===== src/rtl/johnson_phase_monitor.sv =====
// johnson_phase_monitor
//
// Consumer stage that sits directly downstream of a Johnson counter. Each
// enabled clock it samples the counter's WIDTH-bit code, decodes it to a
// one-hot phase and a binary index, checks that the code is legal and that
// it follows the Johnson sequence, and counts completed revolutions.
//
// Parameters
//   WIDTH  Johnson register width; sequence length N = 2*WIDTH
//   REV_W  revolution counter width
//
// Ports
//   Clock         in   rising-edge clock
//   Reset         in   synchronous, active-high; clears all state
//   Count_in      in   [WIDTH-1:0] Johnson code from upstream
//   Enable        in   sample strobe; when low all state and outputs hold
//   Err_clear     in   clears both sticky flags (acts regardless of Enable)
//   Phase_out     out  [2*WIDTH-1:0] one-hot phase, all-zero when unlocked
//   Phase_idx     out  [IDX_W-1:0] binary phase index, 0 when unlocked
//   Locked        out  a legal code is being tracked
//   Rev_count     out  [REV_W-1:0] completed revolutions, wraps
//   Illegal_code  out  sticky: a non-Johnson code was sampled
//   Seq_error     out  sticky: a legal code arrived out of sequence

module johnson_phase_monitor #(
    parameter int WIDTH = 4,
    parameter int REV_W = 8
) (
    input  logic                          Clock,
    input  logic                          Reset,
    input  logic [WIDTH-1:0]              Count_in,
    input  logic                          Enable,
    input  logic                          Err_clear,
    output logic [2*WIDTH-1:0]            Phase_out,
    output logic [$clog2(2*WIDTH)-1:0]    Phase_idx,
    output logic                          Locked,
    output logic [REV_W-1:0]              Rev_count,
    output logic                          Illegal_code,
    output logic                          Seq_error
);

    localparam int N     = 2 * WIDTH;
    localparam int IDX_W = $clog2(N);

    localparam logic [IDX_W-1:0] LAST_IDX = IDX_W'(N - 1);

    typedef enum logic {
        UNLOCKED = 1'b0,
        LOCKED   = 1'b1
    } state_t;

    state_t            state, state_next;
    logic [IDX_W-1:0]  idx, idx_next;
    logic [REV_W-1:0]  rev, rev_next;
    logic              illegal, illegal_next;
    logic              seq_err, seq_err_next;

    logic              code_legal;
    logic [IDX_W-1:0]  code_idx;
    logic [IDX_W-1:0]  succ_idx;

    // Johnson code for position k: the low k bits set during the fill half,
    // then the high N-k bits set during the drain half.
    function automatic logic [WIDTH-1:0] johnson_code(input int k);
        logic [WIDTH-1:0] ones;
        ones = '1;
        if (k < WIDTH) begin
            return ~(ones << k);
        end
        return ones << (k - WIDTH);
    endfunction

    // Match the sampled code against every legal Johnson code. At most one
    // entry can match since the N codes are distinct.
    always_comb begin
        code_legal = 1'b0;
        code_idx   = '0;
        for (int k = 0; k < N; k++) begin
            if (Count_in == johnson_code(k)) begin
                code_legal = 1'b1;
                code_idx   = IDX_W'(k);
            end
        end
    end

    assign succ_idx = (idx == LAST_IDX) ? '0 : idx + 1'b1;

    // Next-state logic. Sticky flags are cleared first by Err_clear and then
    // re-set by any error detected on the same edge, so a new error wins.
    always_comb begin
        state_next   = state;
        idx_next     = idx;
        rev_next     = rev;
        illegal_next = illegal & ~Err_clear;
        seq_err_next = seq_err & ~Err_clear;

        if (Enable) begin
            case (state)
                UNLOCKED: begin
                    if (code_legal) begin
                        state_next = LOCKED;
                        idx_next   = code_idx;
                    end else begin
                        illegal_next = 1'b1;
                    end
                end
                LOCKED: begin
                    if (!code_legal) begin
                        state_next   = UNLOCKED;
                        idx_next     = '0;
                        illegal_next = 1'b1;
                    end else if (code_idx == idx) begin
                        // A stalled upstream counter repeats its code; not an error.
                        idx_next = idx;
                    end else if (code_idx == succ_idx) begin
                        idx_next = code_idx;
                        if (idx == LAST_IDX) begin
                            rev_next = rev + 1'b1;
                        end
                    end else begin
                        // Legal but out of order, including an upstream reset
                        // to code 0 from mid-sequence: follow the new position.
                        idx_next     = code_idx;
                        seq_err_next = 1'b1;
                    end
                end
                default: begin
                    state_next = UNLOCKED;
                    idx_next   = '0;
                end
            endcase
        end
    end

    always_ff @(posedge Clock) begin
        if (Reset) begin
            state   <= UNLOCKED;
            idx     <= '0;
            rev     <= '0;
            illegal <= 1'b0;
            seq_err <= 1'b0;
        end else begin
            state   <= state_next;
            idx     <= idx_next;
            rev     <= rev_next;
            illegal <= illegal_next;
            seq_err <= seq_err_next;
        end
    end

    // The index register is forced to 0 whenever tracking is lost, so the
    // one-hot decode only needs gating by the lock state.
    assign Locked       = (state == LOCKED);
    assign Phase_idx    = idx;
    assign Phase_out    = Locked ? ({{(N-1){1'b0}}, 1'b1} << idx) : '0;
    assign Rev_count    = rev;
    assign Illegal_code = illegal;
    assign Seq_error    = seq_err;

endmodule


===== config.mk =====
export PLATFORM = sky130hd
export DESIGN_NAME = johnson_phase_monitor
export DESIGN_NICKNAME = d
export VERILOG_FILES = /design/src/rtl/johnson_phase_monitor.sv
export SDC_FILE = /design/constraint.sdc
export NUM_CORES = 1
export LEC_CHECK = 0
export CAP_MARGIN = 20
export CORE_ASPECT_RATIO = 2
export CORE_MARGIN = 3
export CORE_UTILIZATION = 45
export CTS_CLUSTER_SIZE = 25
export DETAILED_ROUTE_END_ITERATION = 8
export GPL_TIMING_DRIVEN = 0
export PLACE_DENSITY = 0.79
export SYNTH_ARGS = -nofsm -noshare
export SYNTH_HDL_FRONTEND = slang
export SYNTH_SLANG_ARGS = --single-unit

===== constraint.sdc =====
create_clock -name Clock -period 3.1 [get_ports Clock]
set_input_delay 0.465 -clock Clock [delete_from_list [all_inputs] [get_ports Clock]]
set_output_delay 0.465 -clock Clock [all_outputs]
set_load 0.02 [all_outputs]

==> out/metrics.csv <==
metric,value,unit
p_leak,0.0005889,uW
synth_area_leaders,"dfxtp_1 (24%), ha_1 (7.4%), and4bb_2 (4.2%)",
syn_inst,134,
ys_ff_latch,14,
cts-htree-levels,1,
row_count,25,
syn_avg_cell_area,8.889,um2
cp.required,3.22,ns
cts_resized,0,
dp_hpwl,2.240,mm
place_area,1505,um2
grt_setup_unrepaired,false,
hold_viol,0,
fin_crit,2.702,ns
crit_type,reg2reg,
setup_viol,0,
synth_top_area_share,23.53,%
start_kind,flip-flop,
cts_tree,yes,
syn-num-nets,149,
clock-sinks,14,
grtUsageTotal,18.26,%
clockBufferDepth,2,
cts_hold_buf,0,
dp_slack,0.3219,ns
critPathCaptureType,flip-flop,
coreArea,2440,um2
cts_setup_buffers,0,
drt_iter0_drc,18,
grt_pass1_wl,4.919,mm
final_cell_mix,"clkdlybuf4s50_1 (28), dfxtp_1 (14), nor2_1 (12), inv_1 (10), a21oi_1 (8)",
antenna_cells,0,
dieHeight,78.76,um
layout.nets,182,
syn_area,1191,um2
cp_max_fo,9,
slew_headroom,76.19,%
dieArea,3338,um2
synthFlopType,dfxtp_1,
fin_skew,0.004629,ns
gp_congestion,0.8035,
power.density,291.1,nW/um2
vias,1109,
synthToLayoutAreaGrowth,29.83,%
grt_max_degree,11,
setup_slack,0.3976,ns
start_util,48.82,%
max-cap-violations,0,
final_common_cell,clkdlybuf4s50_1,
die-width,42.38,um
fin_area,1546,um2
wl,2.794,mm
antenna_found_initial,0,
async_flop_share,0,%
drv_slew,0,
fmax,0.3700,GHz
dr.pass1.iters,4,
status,finished clean,
detail-route-antenna-nets,0,
io_buffers,28,
cp.arrival,2.83,ns
ir_drop,0.2269,mV
synth_edf_count,0,
synth.distinct_cells,55,
worst_pin_slew,0.3572,ns
drc,0,
clk_pin_slew,0.05,ns
min_path_type,in2reg,
cts_buffers,3,
ys_warn_count,0,
via_per_inst,5.776,
wl_per_cell,14.55,um
root_buffer,clkbuf_8,
ys_seq_area_share,23.53,%
layout_worst_path_cycle_share,87.17,%
grt_pass1_vias,1132,
yosysTopAreaCell,dfxtp_1,
fin_tns_setup,0,ns
grt-ovfl-total,0,
clk_latency,0.24,ns
drive_above_1_share,20.61,%
total_power,450.1,uW
ioPinCount,30,
-- layout make-up --
cell class	instances	area, um2
Fill cell	221	893.4
Multi-Input combinational cell	102	810.8
Sequential cell	14	280.3
Timing Repair Buffer	28	280.3
Buffer	8	62.56
Clock buffer	3	41.29
Inverter	10	37.54
Tap cell	27	33.78
-- power by group --
part / leakage [uW] / internal (uW) / total, uW / switching [uW]
clock network: 0.0000216 / 85.6 / 142 / 56.8
logic: 0.000454 / 56.3 / 117 / 60.7
registers: 0.000114 / 185 / 191 / 6.07
total: 0.000589 / 327 / 450 / 124
-- synthesized netlist by cell type (2+ instances only) --
cell and count:
a211oi_2 2, a21o_2 2, a21oi_1 8, a31o_2 2
and2_1 6, and3_1 4, and4bb_2 4, buf_4 3
buf_6 2, dfxtp_1 14, ha_1 7, inv_1 10
mux2i_1 3, nand2b_1 2, nand3_1 2, nand4_1 3
nor2_1 12, nor2b_1 3, nor4b_1 3, o211ai_1 2
o21ai_1 2, o221ai_1 2, o32ai_1 2, xnor2_1 3
-- per-stage QoR --
stage               cells  utilization, %  hold slack [ns]
floorplan             134               -           0.5606
global placement      189           61.69           0.5137
detailed placement    189           61.69           0.5242
CTS                   192           63.38           0.4847
global route          192           63.38           0.5028
finish                192           63.38           0.4890
-- cell families (layout without fill, tap and decap cells) --
group / Yosys count / in the layout / synth area share (%)
AND/OR/NAND/NOR: 54 / 54 / 31.09
adder cells (fa/ha/maj): 7 / 7 / 7.353
flip-flops: 14 / 14 / 23.53
multiplexers: 6 / 6 / 6.617
AO/OA/AOI/OAI: 32 / 32 / 20.80
buffers and inverters: 18 / 49 / 8.403
XOR/XNOR: 3 / 3 / 2.206
-- worst paths after layout --
check / startpoint / end / slack, ns / cells after the start
hold reg to reg: Locked / Seq_error / 0.54 / 2
setup / recovery: Phase_idx[0] / Rev_count[7] / 0.40 / 8
setup reg to reg: Phase_idx[0] / Rev_count[7] / 0.40 / 8
hold / removal: Reset / Seq_error / 0.49 / 2
-- routing by layer --
layer | part of all wire, % | GRT usage, %
met2 | 59 | 35.93
met1 | 37 | 18.64
met4 | 1.3 | 6.854
met5 | 0 | 0
met3 | 3.0 | 2.041
-- state kept, by name (all words and copies together) (netlist names) --
name          cells
Rev_count         8
Phase_idx         3
Illegal_code      1
Locked            1
Seq_error         1
-- critical path, stage by stage (launching register included) --
cell      delay [ns]
dfxtp_1         0.50
ha_1            0.23
ha_1            0.28
nor4b_1         0.31
o31ai_1         0.12
a211o_2         0.34
a211oi_2        0.28
nand4_1         0.17
mux2_1          0.33
Power figures use the tool's default switching activity.
